==> config.mk <==
export PLATFORM = sky130hd
export DESIGN_NAME = bsg_rr_lock_scheduler_flat
export DESIGN_NICKNAME = d
export VERILOG_FILES = /design/src/rtl/bsg_rr_lock_scheduler_pkg.sv /design/src/rtl/bsg_rr_lock_scheduler_if.sv /design/src/rtl/bsg_rr_lock_scheduler_pick.sv /design/src/rtl/bsg_rr_lock_scheduler.sv /design/src/flat_wrapper.sv
export SDC_FILE = /design/constraint.sdc
export NUM_CORES = 1
export LEC_CHECK = 0
export ABC_AREA = 0
export BUFFER_PORTS_ARGS = -buffer_cell sky130_fd_sc_hd__buf_2
export CORE_MARGIN = 5
export CORE_UTILIZATION = 45
export DETAILED_ROUTE_END_ITERATION = 6
export HOLD_SLACK_MARGIN = 0.06
export PLACE_DENSITY = 0.86
export SYNTH_ARGS = -nofsm -noshare
export SYNTH_HDL_FRONTEND = slang
export SYNTH_SLANG_ARGS = --single-unit
==> constraint.sdc <==
create_clock -name clk_i -period 4.6 [get_ports clk_i]
set_input_delay 0.69 -clock clk_i [delete_from_list [all_inputs] [get_ports clk_i]]
set_output_delay 0.69 -clock clk_i [all_outputs]
set_load 0.02 [all_outputs]
==> src/rtl/bsg_rr_lock_scheduler_pkg.sv <==
// ============================================================================
// Module : bsg_rr_lock_scheduler_pkg
// Brief  : Shared types and helpers for the round-robin lock scheduler.
// Rev    : 1.0
// ============================================================================
`default_nettype none

package bsg_rr_lock_scheduler_pkg;

    typedef enum logic [0:0] {
        eIdle = 1'b0,
        eLock = 1'b1
    } state_e;

    // A one-requester build still needs a 1-bit id.
    function automatic int safe_clog2(input int n);
        return (n <= 1) ? 1 : $clog2(n);
    endfunction

    function automatic int next_id(input int id, input int width);
        return (id + 1 >= width) ? 0 : id + 1;
    endfunction

endpackage

`default_nettype wire

==> src/rtl/bsg_rr_lock_scheduler_if.sv <==
// ============================================================================
// Module : bsg_rr_lock_scheduler_if
// Brief  : Requester-side and resource-side signals of the lock scheduler.
// Rev    : 1.0
// ============================================================================
`default_nettype none

interface bsg_rr_lock_scheduler_if #(
    parameter int width_p = 8
);
    import bsg_rr_lock_scheduler_pkg::*;

    localparam int id_width_lp = safe_clog2(width_p);

    logic [width_p-1:0]     v_i;
    logic [width_p-1:0]     last_i;
    logic [width_p-1:0]     yumi_o;
    logic                   v_o;
    logic [id_width_lp-1:0] id_o;
    logic                   last_o;
    logic                   ready_i;

    modport master (
        output v_i, last_i, ready_i,
        input  yumi_o, v_o, id_o, last_o
    );

    modport slave (
        input  v_i, last_i, ready_i,
        output yumi_o, v_o, id_o, last_o
    );

endinterface

`default_nettype wire

==> src/rtl/bsg_rr_lock_scheduler_pick.sv <==
// ============================================================================
// Module : bsg_rr_lock_scheduler_pick
// Brief  : Round-robin pick: first valid requester after ptr_i, modulo width_p.
// Rev    : 1.0
// ============================================================================
`default_nettype none

module bsg_rr_lock_scheduler_pick
    import bsg_rr_lock_scheduler_pkg::*;
#(
    parameter int width_p     = 8,
    parameter int id_width_lp = safe_clog2(width_p)
) (
    input  logic [width_p-1:0]     v_i,
    input  logic [id_width_lp-1:0] ptr_i,
    output logic [id_width_lp-1:0] sel_o,
    output logic                   any_o
);

    logic [id_width_lp-1:0] w_start;
    logic [width_p-1:0]     w_rot;
    logic [id_width_lp-1:0] w_ffs;
    int                     w_unrot;

    assign w_start = id_width_lp'(next_id(int'(ptr_i), width_p));

    // Rotating the doubled vector keeps the wrap at width_p, not 2**id_width_lp.
    assign w_rot = width_p'({v_i, v_i} >> w_start);
    assign any_o = |v_i;

    always_comb begin
        w_ffs = '0;
        for (int i = width_p - 1; i >= 0; i--) begin
            if (w_rot[i]) begin
                w_ffs = id_width_lp'(i);
            end
        end
    end

    always_comb begin
        w_unrot = int'(w_start) + int'(w_ffs);
        if (w_unrot >= width_p) begin
            w_unrot = w_unrot - width_p;
        end
    end

    assign sel_o = id_width_lp'(w_unrot);

endmodule

`default_nettype wire

==> src/rtl/bsg_rr_lock_scheduler.sv <==
// ============================================================================
// Module : bsg_rr_lock_scheduler
// Brief  : Round-robin scheduler that holds the grant for multi-beat transfers.
//          Optional checks: BSG_RR_LOCK_SCHEDULER_CHECK_EN.
// Rev    : 1.0
// ============================================================================
`default_nettype none

module bsg_rr_lock_scheduler
    import bsg_rr_lock_scheduler_pkg::*;
#(
    parameter int width_p = 8
) (
    input  logic                   clk_i,
    input  logic                   reset_n_i,
    bsg_rr_lock_scheduler_if.slave bus
);

    localparam int id_width_lp = safe_clog2(width_p);

    state_e                 state_q, state_d;
    logic [id_width_lp-1:0] ptr_q, ptr_d;
    logic [id_width_lp-1:0] lock_id_q, lock_id_d;

    logic [id_width_lp-1:0] w_pick_sel;
    logic                   w_pick_any;
    logic [id_width_lp-1:0] w_sel;
    logic                   w_v_raw;
    logic                   w_v;
    logic                   w_last;
    logic                   w_hs;

    bsg_rr_lock_scheduler_pick #(
        .width_p     (width_p),
        .id_width_lp (id_width_lp)
    ) u_pick (
        .v_i   (bus.v_i),
        .ptr_i (ptr_q),
        .sel_o (w_pick_sel),
        .any_o (w_pick_any)
    );

    // Other requesters are invisible while a transfer holds the lock.
    always_comb begin
        if (state_q == eLock) begin
            w_sel   = lock_id_q;
            w_v_raw = bus.v_i[lock_id_q];
        end else begin
            w_sel   = w_pick_sel;
            w_v_raw = w_pick_any;
        end
    end

    assign w_v    = w_v_raw & reset_n_i;
    assign w_last = w_v & bus.last_i[w_sel];
    assign w_hs   = w_v & bus.ready_i;

    assign bus.v_o    = w_v;
    assign bus.id_o   = w_v ? w_sel : '0;
    assign bus.last_o = w_last;
    assign bus.yumi_o = w_hs ? (width_p'(1) << w_sel) : '0;

    always_comb begin
        state_d   = state_q;
        ptr_d     = ptr_q;
        lock_id_d = lock_id_q;
        if (w_hs) begin
            case (state_q)
                eIdle: begin
                    if (w_last) begin
                        ptr_d = w_sel;
                    end else begin
                        state_d   = eLock;
                        lock_id_d = w_sel;
                    end
                end
                eLock: begin
                    if (w_last) begin
                        state_d = eIdle;
                        ptr_d   = lock_id_q;
                    end
                end
                default: begin
                    state_d = eIdle;
                end
            endcase
        end
    end

    always_ff @(posedge clk_i or negedge reset_n_i) begin
        if (!reset_n_i) begin
            state_q   <= eIdle;
            ptr_q     <= id_width_lp'(width_p - 1);
            lock_id_q <= '0;
        end else begin
            state_q   <= state_d;
            ptr_q     <= ptr_d;
            lock_id_q <= lock_id_d;
        end
    end

`ifdef BSG_RR_LOCK_SCHEDULER_CHECK_EN
    if (width_p < 1) begin : g_width_check
        $error("bsg_rr_lock_scheduler: width_p must be at least 1");
    end

    logic chk_stall_q;

    always_ff @(posedge clk_i or negedge reset_n_i) begin
        if (!reset_n_i) begin
            chk_stall_q <= 1'b0;
        end else begin
            if (!$onehot0(bus.yumi_o)) begin
                $error("%0t: bsg_rr_lock_scheduler yumi_o not one-hot", $time);
            end
            if (chk_stall_q && (state_q == eLock) && !bus.v_i[lock_id_q]) begin
                $error("%0t: bsg_rr_lock_scheduler locked v_i fell while stalled", $time);
            end
            chk_stall_q <= (state_q == eLock) && w_v && !bus.ready_i;
        end
    end
`endif

endmodule

`default_nettype wire

==> src/flat_wrapper.sv <==
// flat-port wrapper written by rule: the top's interface ports become plain ports
module bsg_rr_lock_scheduler_flat import bsg_rr_lock_scheduler_pkg::*;
#(
    parameter int width_p = 8
)
  (clk_i, reset_n_i, bus_v_i, bus_last_i, bus_ready_i, bus_yumi_o, bus_v_o, bus_id_o, bus_last_o);
  bsg_rr_lock_scheduler_if #(.width_p(width_p)) bus_i ();
  input  logic clk_i;
  input  logic reset_n_i;
  input wire logic [$bits(bus_i.v_i)-1:0] bus_v_i;
  input wire logic [$bits(bus_i.last_i)-1:0] bus_last_i;
  input wire logic [$bits(bus_i.ready_i)-1:0] bus_ready_i;
  output wire logic [$bits(bus_i.yumi_o)-1:0] bus_yumi_o;
  output wire logic [$bits(bus_i.v_o)-1:0] bus_v_o;
  output wire logic [$bits(bus_i.id_o)-1:0] bus_id_o;
  output wire logic [$bits(bus_i.last_o)-1:0] bus_last_o;
  assign bus_i.v_i = bus_v_i;
  assign bus_i.last_i = bus_last_i;
  assign bus_i.ready_i = bus_ready_i;
  assign bus_yumi_o = bus_i.yumi_o;
  assign bus_v_o = bus_i.v_o;
  assign bus_id_o = bus_i.id_o;
  assign bus_last_o = bus_i.last_o;
  bsg_rr_lock_scheduler #(.width_p(width_p)) u_core (.clk_i(clk_i), .reset_n_i(reset_n_i), .bus(bus_i));
endmodule
==> summary.txt, run 1 <==
Outcome
  – Outcome: finished, violations left
  – Failing checks: setup timing

Route
  – DR iter-0 viols: 118
  – Via-per-instance ratio: 6.60
  – Drc violations: 0
  – ANT nets after route: 0
  – DRT Wirelength: 5110 µm
  – DRT Pass-1 Iters: 5
  – Routed len/inst: 22.7 µm
  – Vias: about 1500

CTS
  – CTS Sinks: 7
  – Worst-path clk slew: 0.07 ns
  – Clock Latency Late Sink: between 0.2 and 0.3 ns
  – Max Root-Sink Buffers: 2
  – H-tree Lvls: 1
  – CTS buffer count: 3
  – CTS Hold Bufs: 0
  – CTS tree: yes
  – CTS root buf: clkbuf_4

Timing
  – Post-layout minimum cycle time: 5.05 ns
  – Final Setup Violations: 13
  – Max-slew violations: 0
  – RSZ-0062 raised after global routing: yes
  – Final worst-path cycle share: 1.10
  – Final setup margin: -0.454 ns
  – Fmax: approximately 200 MHz
  – Fin. Hold Viols: 0
  – Worst-margin pin slew: ~0.59 ns
  – Post-route clock skew: 0.0190 ns
  – Slew headroom: 0.597

Final layout
  – Multi-input gate area: approximately 0.0012 mm²
  – Share of cells above drive strength 1: 0.682
  – Nets: 218
  – Finished Layout Cells: 225
  – Area Growth Syn to Fin: 72.4%
  – Seq. cell area: 179 µm²
  – Fill cells: 141
  – Diodes inserted: 0
  – Design area: 0.00191 mm²

Placement
  – Placed cell areas: 0.00143 mm²
  – Buffers on Ports: 31
  – GPL Wtd Cong: between 0.9 and 1
  – Placed cells: approximately 210
  – Detailed placement HPWL: 2750 µm

Critical path
  – Req. time, crit path: 3.91 ns
  – Slowest-stage cell, CP: dfstp_2
  – Crit path max fanout: 5
  – Arrival time worst endpoint: 4.36 ns
  – WS Path Type: flop to primary output
  – Startpoint Class: flop
  – Crit-path cells: ha_4, and2b_2, a21oi_4, mux2i_2, buf_4, a21oi_2, a211oi_2, o21ai_1, nand2_1, a21boi_2, ha_2, mux2i_1, buf_4, nand2_1, a31oi_2, buf_4, nand2_1, nand2_2, nor2_2, nor2_2, buf_6
  – Max stage delay on crit path: 0.56 ns
  – Worst reg-to-reg path cell count: 22
  – R2R setup slack: -0.10 ns
  – Worst Setup End Kind: primary output

Logic synthesis
  – Synth Area per Inst: 8.67 µm²
  – Yosys cell types: 40
  – EDFF count, synth: 0
  – Post-Syn Area: 0.00111 mm²
  – Post-synthesis net count: 150
  – Ys flop type: dfrtp_1
  – Cells after Synth: 128
  – Flops & latches, synth: 7
  – Ys async rst share: 1.00
  – Register area share after synthesis: 0.161
  – Synth warn: 0

Floorplan
  – Initial Utilization: 0.461
  – Core ar.: 0.00241 mm²
  – DIE HEIGHT: ~60 µm
  – Die width: 59.7 µm
  – # rows: 18
  – IO Pins: 32
  – Die area: 0.00356 mm²

Global routing
  – GRT Util Overall: 0.243
  – Largest net degree at the start of global routing: 13
  – Initial antenna violation count: 0
  – Global-route wire length before repair: 6530 µm
  – Overflow after GRT: 0
  – Vias in the first global route: 1354

Hold path
  – Hold Path Class: input pin to asynchronous set/reset pin

Run
  – # Max-Cap Violations: 0
[worst max-delay path, delay by kind of cell (launching register included)]
kind                       cells  cell delay, ns
AOI/OAI and AO/OA              6            0.82
muxes                          2            0.80
and+or+nand+nor                7            0.74
buffers and inverters          4            0.71
DFF                            1            0.56
adders and majority gates      2            0.44
[cells by family (layout without fill, tap and decap cells)]
logic type | Yosys count | in the layout | synth area share
mux | 30 | 30 | 0.359
compound gates | 26 | 26 | 0.163
simple gates | 52 | 52 | 0.216
flops | 7 | 7 | 0.161
buf+inv | 8 | 75 | 0.0372
xor+xnor | 2 | 2 | 0.0226
fa+ha+maj | 3 | 3 | 0.0406
[per-layer routing]
layer	GRT usage	wire length [µm]	up-vias
li1	-	-	613
met1	0.308	1860	699
met2	0.406	2310	133
met3	0.0562	561	39
met4	0.0759	378	0
met5	0	0	-
[flip-flops by register name (all words and copies together), names as in the netlist]
signal            flops
u_core.lock_id_q      3
u_core.ptr_q          3
u_core.state_q        1
[synth_stat cells, types with 2 or more instances]
cell type,count,area share
nand2_1,23,0.078
a31oi_1,3,0.017
mux2_1,5,0.051
and3_1,2,0.011
inv_2,2,0.0068
mux2i_1,14,0.13
a21oi_1,4,0.018
dfstp_2,3,0.071
ha_1,2,0.023
nand2b_1,2,0.011
mux4_2,6,0.12
dfrtp_1,4,0.090
mux2_2,2,0.020
a211oi_1,6,0.041
nand3_1,2,0.0090
o21ai_1,3,0.014
nor4_1,2,0.011
nor2_1,12,0.041
a21o_1,2,0.014
mux2_4,2,0.027
nor2b_1,6,0.034
inv_1,3,0.010
[final timing paths]
kind | end | start
hold / removal | u_core.state_q | reset_n_i
hold reg to reg | u_core.ptr_q[2] | u_core.ptr_q[2]
min in group clk_i | u_core.ptr_q[2] | u_core.ptr_q[2]
setup reg to reg | u_core.lock_id_q[1] | u_core.ptr_q[0]
setup / recovery | bus_last_o | u_core.ptr_q[0]
max in group asynchronous | u_core.ptr_q[1] | reset_n_i
[timing repair]
item                                    in CTS  in global routing
gates cloned                                 0                  1
endpoints found under the setup margin      10                 16
resized for setup                           32                 56
pin swaps                                   15                 17
setup buffers                               14                  7
[cells in the final DEF (no fill, tap or decap), types with 4 or more instances in the layout]
| master | count |
|---|---|
| nor2b_1 | 4 |
| mux2i_1 | 7 |
| buf_6 | 15 |
| mux2i_4 | 4 |
| nor2_4 | 4 |
| nand2_1 | 17 |
| buf_2 | 21 |
| mux4_2 | 6 |
| a211oi_2 | 6 |
| nor2_2 | 4 |
| mux2_1 | 4 |
| nor2_1 | 4 |
| nand2_2 | 6 |
| mux2i_2 | 4 |
| mux2_4 | 4 |
| buf_4 | 30 |
| dfrtp_1 | 4 |
[layout make-up]
cell class / instances / area share
sequential: 7 / 0.0935
multi-input combinational: 113 / 0.602
timing repair buffer: 66 / 0.261
clock buffer: 4 / 0.0137
tap: 30 / 0.0196
inverter: 5 / 0.00981
[per-stage QoR]
stage / util / hold WS (ns) / setup WS, ns / setup TNS (ns)
6_report: 0.794 / 0.239 / -0.454 / -2.29
2_1_floorplan: - / 0.394 / 0.00384 / 0
5_1_grt: 0.794 / 0.240 / -0.583 / -3.80
3_3_place_gp: 0.593 / 0.498 / -0.125 / -0.125
3_5_place_dp: 0.593 / 0.511 / -0.242 / -0.242
4_1_cts: 0.695 / 0.260 / -0.274 / -1.03
Power of run 1 is not shown: default switching activity piles up to over one toggle a cycle in this logic, so the estimate is an artifact.
==> inputs of run 2 (changes only) <==
--- a/config.mk
+++ b/config.mk
@@ -6,7 +6,7 @@
 export NUM_CORES = 1
 export LEC_CHECK = 0
 export ABC_AREA = 0
-export BUFFER_PORTS_ARGS = -buffer_cell sky130_fd_sc_hd__buf_2
+export BUFFER_PORTS_ARGS = -buffer_cell sky130_fd_sc_hd__clkbuf_2
 export CORE_MARGIN = 5
 export CORE_UTILIZATION = 45
 export DETAILED_ROUTE_END_ITERATION = 6
==> run 2 against run 1 <==
Net effect:
- routed wire length shrank 13%
- setup slack gained 0.068 ns
- the run still ends with setup timing left
- largest cell class unchanged
- utilization decreased by 3.1 points
- first-iteration DRC count down 31%
- non-clock buffer count is 3 higher
- critical endpoint unchanged
==> summary.txt, run 2 (same netlist as run 1, synthesis figures left out) <==
Global routing
  – Largest net degree at the start of global routing: 14 (+1)
  – Overflow after GRT: 0 (unchanged)
  – Initial antenna violation count: 0 (unchanged)
  – Vias in the first global route: 1368 (+1.0%)
  – GRT Util Overall: 0.228 (-0.0148)
  – Global-route wire length before repair: 6100 µm (-6.7%)

CTS
  – CTS tree: yes
  – Clock Latency Late Sink: 0.28 ns (about the same)
  – CTS Hold Bufs: 0 (unchanged)
  – Worst-path clk slew: 0.07 ns (about the same)
  – CTS buffer count: 3 (unchanged)
  – Max Root-Sink Buffers: 2 (unchanged)
  – CTS root buf: clkbuf_4
  – H-tree Lvls: 1 (unchanged)
  – CTS Sinks: 7 (unchanged)

Timing
  – Final Setup Violations: 8 (-5)
  – Post-route clock skew: 0.0120 ns (-0.00692 ns)
  – Final setup margin: -0.386 ns (+0.0683 ns)
  – Post-layout minimum cycle time: 4.99 ns (-0.0683 ns)
  – RSZ-0062 raised after global routing: yes
  – Slew headroom: 0.673 (+0.0763)
  – Max-slew violations: 0 (unchanged)
  – Worst-margin pin slew: 0.476 ns (-0.111 ns)
  – Setup tns final: -0.792 ns (+1.50 ns)
  – Fin. Hold Viols: 0 (unchanged)
  – Fmax: 201 MHz (+1.4%)
  – Final worst-path cycle share: 1.08 (-0.0148)
  – Hold Worst Slack: 0.265 ns (+0.0255 ns)

Floorplan
  – Core ar.: 0.00241 mm² (unchanged)
  – Die area: 0.00356 mm² (unchanged)
  – # rows: 18 (unchanged)
  – IO Pins: 32 (unchanged)
  – Die width: 59.7 µm (unchanged)
  – Initial Utilization: 0.461 (unchanged)
  – DIE HEIGHT: 59.7 µm (unchanged)

Critical path
  – Req. time, crit path: 3.91 ns (about the same)
  – Reg2reg start: u_core.ptr_q[0]
  – RR Endpoint: u_core.lock_id_q[2]
  – Crit path max fanout: 3 (-2)
  – Arrival time worst endpoint: 4.30 ns (-0.06 ns)
  – R2R setup slack: 0.11 ns (+0.21 ns)
  – Worst Setup End Kind: primary output
  – Crit-path cells: ha_4, and2b_2, a21oi_4, mux2i_4, buf_4, buf_4, a21o_1, o21ai_1, nand2_1, a21boi_1, ha_2, fa_2, mux2i_2, inv_2, and3_4, a31oi_4, nand2_2, mux2i_2, nor2_1, nor2_2, clkbuf_8
  – Max stage delay on crit path: 0.57 ns (about the same)
  – Startpoint Class: flop
  – Worst reg-to-reg path cell count: 21 (-4.5%)
  – WS Path Type: flop to primary output
  – Slowest-stage cell, CP: dfstp_2

Final layout
  – Diodes inserted: 0 (unchanged)
  – Design area: 0.00184 mm² (-3.9%)
  – Fill cells: 138 (-2.1%)
  – Area Growth Syn to Fin: 65.6%
  – Nets: 221 (+1.4%)
  – Most frequent cells in the layout: buf_4, clkbuf_2, nand2_1
  – Largest regs: u_core.lock_id_q x3, u_core.ptr_q x3, u_core.state_q x1
  – Seq. cell area: 179 µm² (unchanged)
  – Share of cells above drive strength 1: 0.652 (-0.0305)
  – Multi-input gate area: 0.00111 mm² (-4.0%)
  – Commonest non-fill, non-tap cell in the layout: buf_4

Route
  – ANT nets after route: 0 (unchanged)
  – Via-per-instance ratio: 6.14 (-6.9%)
  – DRT Pass-1 Iters: 4 (-1)
  – Routed len/inst: 19.5 µm (-14%)
  – Vias: 1400 (-5.7%)
  – Drc violations: 0 (unchanged)
  – DRT Wirelength: 4440 µm (-13%)
  – DR iter-0 viols: 81 (-31%)

Outcome
  – Failing checks: setup timing
  – Outcome: finished, violations left

Placement
  – Detailed placement HPWL: 2820 µm (+2.3%)
  – Buffers on Ports: 31 (unchanged)
  – Placed cell areas: 0.00150 mm² (+5.3%)
  – GPL Wtd Cong: 0.849 (-11%)

Run
  – # Max-Cap Violations: 0 (unchanged)

Hold path
  – Hold Path Class: input pin to asynchronous set/reset pin
==> run 2: area by class of cell <==
type | count | area share
multi-input cells | 113 | 0.602
repair buffers | 69 | 0.255
flip-flops and latches | 7 | 0.0973
well taps | 30 | 0.0204
clock buffers | 3 | 0.0123
inverters | 5 | 0.0102
clock inverters | 1 | 0.00272
==> run 2: worst max-delay path by stage <==
stage	from	to	slack, ns	depth (start not counted)
2_1_floorplan	u_core.ptr_q[0]	bus_last_o	0.004	19
3_3_place_gp	u_core.ptr_q[0]	bus_last_o	-0.04	20
3_5_place_dp	u_core.ptr_q[0]	bus_last_o	-0.19	20
4_1_cts	u_core.ptr_q[0]	bus_last_o	-0.22	20
5_1_grt	u_core.ptr_q[0]	bus_last_o	-0.53	20
6_report	u_core.ptr_q[0]	bus_last_o	-0.39	21
==> run 2: through the flow <==
stage,cells,setup slack [ns],utilization
2_1_floorplan,128,0.00384,-
3_3_place_gp,215,-0.0434,0.624
3_5_place_dp,215,-0.192,0.624
4_1_cts,225,-0.223,0.693
5_1_grt,228,-0.526,0.763
6_report,228,-0.386,0.763
==> run 2: repair_timing <==
action / in CTS / in global routing
setup endpoints to repair: 10 / 15
setup buffers: 6 / 3
gates resized for setup: 23 / 42
pin swaps: 5 / 13
endpoints found under the hold margin: 0 / 0
cloned: 0 / 1
==> run 2: layer usage <==
| metal | vias up | global-route usage | part of all wire |
|---|---|---|---|
| met5 | - | 0 | 0 |
| met2 | 76 | 0.398 | 0.50 |
| li1 | 619 | - | - |
| met1 | 684 | 0.265 | 0.40 |
| met4 | 0 | 0.0886 | 0.033 |
| met3 | 21 | 0.0562 | 0.065 |
==> run 2: worst max-delay path, delay by kind of cell (launching register included) <==
kind                     cells  cell delay [ns]
AO/OA/AOI/OAI                5             0.90
AND/OR/NAND/NOR              6             0.73
multiplexers                 3             0.50
adder cells (fa/ha/maj)      3             0.79
buffers and inverters        4             0.52
flip-flops                   1             0.57
Power of run 2 is left out for the same reason.
==> inputs of run 3 (changes only) <==
--- a/config.mk
+++ b/config.mk
@@ -7,11 +7,13 @@
 export LEC_CHECK = 0
 export ABC_AREA = 0
 export BUFFER_PORTS_ARGS = -buffer_cell sky130_fd_sc_hd__clkbuf_2
+export CELL_PAD_IN_SITES_DETAIL_PLACEMENT = 1
+export CELL_PAD_IN_SITES_GLOBAL_PLACEMENT = 1
 export CORE_MARGIN = 5
-export CORE_UTILIZATION = 45
+export CORE_UTILIZATION = 34
 export DETAILED_ROUTE_END_ITERATION = 6
 export HOLD_SLACK_MARGIN = 0.06
-export PLACE_DENSITY = 0.86
+export PLACE_DENSITY = 0.87
 export SYNTH_ARGS = -nofsm -noshare
 export SYNTH_HDL_FRONTEND = slang
 export SYNTH_SLANG_ARGS = --single-unit
==> run 3 against run 2 <==
Net effect:
- the run still ends with setup timing left
- routed wire length increased by 38%
- critical path depth unchanged
- count of clock-buffer cells in the layout rose by 1
- clock skew grew 0.0022 ns
- global-route usage increased by 0.74 points
- worst hold slack better by 0.0066 ns
- critical endpoint unchanged
- flip-flop and latch count unchanged
- fmax down 1.2%
- critical path type unchanged
- largest cell class unchanged
- sequential share of layout area fell by 1.1 points
==> summary.txt, run 3 (same netlist as run 1, synthesis figures left out) <==
Outcome
  – Outcome: finished, violations left
  – Failing checks: setup timing

Critical path
  – WP buf/inv: 3 (-1)
  – Delay-heaviest family, CP: simple AND/OR/NAND/NOR gates
  – Req. time, crit path: 3.91 ns (about the same)
  – Startpoint Class: flop
  – Max stage delay on crit path: 0.57 ns (about the same)
  – Crit path max fanout: 3 (unchanged)
  – WS Path Type: flop to primary output
  – Crit-path cells: ha_4, and2b_2, a21oi_4, mux2i_4, mux2i_2, a211oi_2, o21ai_1, nand2_1, a21boi_2, ha_2, fa_2, mux2i_2, inv_2, and3_4, a31oi_4, buf_6, nand3_2, nand2_2, nor2_4, nor2_4, buf_8
  – Worst Setup End Kind: primary output
  – Slowest-stage cell, CP: dfstp_2
  – Arrival time worst endpoint: 4.36 ns (+0.06 ns)

Global routing
  – Overflow after GRT: 0 (unchanged)
  – GRT Util Overall: 0.235 (+0.00737)
  – Initial antenna violation count: 0 (unchanged)
  – Largest net degree at the start of global routing: 14 (unchanged)
  – Vias in the first global route: 1536 (+12%)
  – Global-route wire length before repair: 7890 µm (+29%)

Timing
  – Slew headroom: 0.617 (-0.0562)
  – Final worst-path cycle share: 1.10 (+0.0133)
  – Hold Worst Slack: 0.271 ns (+0.00665 ns)
  – Worst-margin pin slew: 0.570 ns (+0.0941 ns)
  – Final Setup Violations: 13 (+5)
  – Final setup margin: -0.447 ns (-0.0612 ns)
  – Fin. Hold Viols: 0 (unchanged)
  – RSZ-0062 raised after global routing: yes
  – Max-slew violations: 0 (unchanged)
  – Post-layout minimum cycle time: 5.05 ns (+0.0612 ns)
  – Fmax: 198 MHz (-1.2%)
  – Post-route clock skew: 0.0143 ns (+0.00224 ns)

Route
  – ANT nets after route: 0 (unchanged)
  – DR iter-0 viols: 81 (unchanged)
  – Vias: 1443 (+3.1%)
  – Via-per-instance ratio: 5.91 (-3.7%)
  – DRT Pass-1 Iters: 4 (unchanged)
  – Drc violations: 0 (unchanged)
  – DRT Wirelength: 6130 µm (+38%)
  – Routed len/inst: 25.1 µm (+29%)

Final layout
  – Area Growth Syn to Fin: 86.6%
  – Most frequent cells in the layout: buf_4, clkbuf_2, buf_6
  – Largest regs: u_core.lock_id_q x3, u_core.ptr_q x3, u_core.state_q x1
  – Diodes inserted: 0 (unchanged)
  – Commonest non-fill, non-tap cell in the layout: buf_4
  – Share of cells above drive strength 1: 0.735 (+0.0835)
  – Fill cells: 352 (+160%)
  – Nets: 223 (+0.90%)

CTS
  – Worst-path clk slew: 0.07 ns (about the same)
  – CTS root buf: clkbuf_4
  – Max Root-Sink Buffers: 2 (unchanged)
  – Clock Latency Late Sink: 0.27 ns (about the same)
  – CTS Hold Bufs: 0 (unchanged)
  – CTS buffer count: 3 (unchanged)
  – CTS tree: yes
  – CTS Sinks: 7 (unchanged)
  – H-tree Lvls: 1 (unchanged)

Floorplan
  – # rows: 20 (+2)
  – IO Pins: 32 (unchanged)
  – Core ar.: 0.00310 mm² (+29%)
  – Initial Utilization: 0.358 (-0.103)
  – Die width: 67.1 µm (+13%)
  – DIE HEIGHT: 67.1 µm (+13%)
  – Die area: 0.00451 mm² (+27%)

Placement
  – GPL Wtd Cong: 0.861 (+1.4%)
  – Buffers on Ports: 31 (unchanged)
  – Detailed placement HPWL: 3280 µm (+16%)

Hold path
  – Hold Path Class: input pin to asynchronous set/reset pin

Run
  – # Max-Cap Violations: 0 (unchanged)
-- run 3: changes by cell type in the layout (fill, tap and decap cells not counted), moves of 4 or more --
cell and change:
clkbuf_2 -4, buf_4 -10, nor2_1 -4, buf_6 +16, nor2b_1 -4, nor2_4 +4
-- run 3: metrics by stage --
stage	utilization	instance area [µm²]	cells	worst slack [ns]	TNS (ns)
detailed placement	0.485	1510	227	-0.312	-0.312
CTS	0.571	1770	239	-0.299	-0.308
global placement	0.485	1510	227	-0.0638	-0.0638
floorplan	-	1120	128	0.00384	0
global route	0.667	2070	244	-0.626	-5.14
finish	0.667	2070	244	-0.447	-2.43
-- run 3: final timing paths --
kind                                       end  cells past startpoint  slack, ns            start
hold / removal             u_core.lock_id_q[2]                      1       0.27        reset_n_i
setup reg to reg               u_core.ptr_q[1]                     26      -0.42  u_core.ptr_q[0]
max in group asynchronous      u_core.ptr_q[0]                      1       4.05        reset_n_i
setup / recovery                    bus_last_o                     21      -0.45  u_core.ptr_q[0]
hold reg to reg                u_core.ptr_q[2]                      1       0.53  u_core.ptr_q[2]
min in group clk_i             u_core.ptr_q[2]                      1       0.53  u_core.ptr_q[2]
-- run 3: per-layer routing --
metal	wire length (µm)	up-vias	track usage
met2	3170	61	0.437
met4	315	0	0.0911
met5	0	-	0
met1	2360	738	0.255
met3	287	27	0.0566
li1	-	617	-
-- run 3: area by class of cell --
cell class / count / area (µm²) / area share
Multi-Input combinational cell: 113 / 1240 / 0.597
Timing Repair Buffer: 71 / 556 / 0.268
Sequential cell: 7 / 179 / 0.0864
Tap cell: 44 / 55.1 / 0.0266
Clock buffer: 4 / 26.3 / 0.0127
Inverter: 5 / 18.8 / 0.00906
-- run 3: timing repair --
action,CTS,global route
pin swaps,17,16
endpoints found under the setup margin,10,16
buffers inserted,10,5
resized for setup,43,73
-- run 3: worst reg2reg max path, stage by stage (launching register included) --
cell and delay, ns:
dfstp_2 0.57, ha_4 0.13, and2b_2 0.25, a21oi_4 0.24
mux2i_4 0.32, mux2i_2 0.12, a211oi_2 0.23, o21ai_1 0.09
nand2_1 0.11, a21boi_2 0.07, ha_2 0.18, fa_2 0.49
mux2i_2 0.23, buf_4 0.22, a31oi_4 0.10, buf_4 0.16
nand2_2 0.08, nand2_2 0.08, buf_4 0.14, buf_6 0.11
buf_6 0.10, buf_6 0.11, buf_6 0.10, buf_6 0.10
buf_6 0.11, o21ai_4 0.18, mux2_4 0.31
Power of run 3 is left out for the same reason.
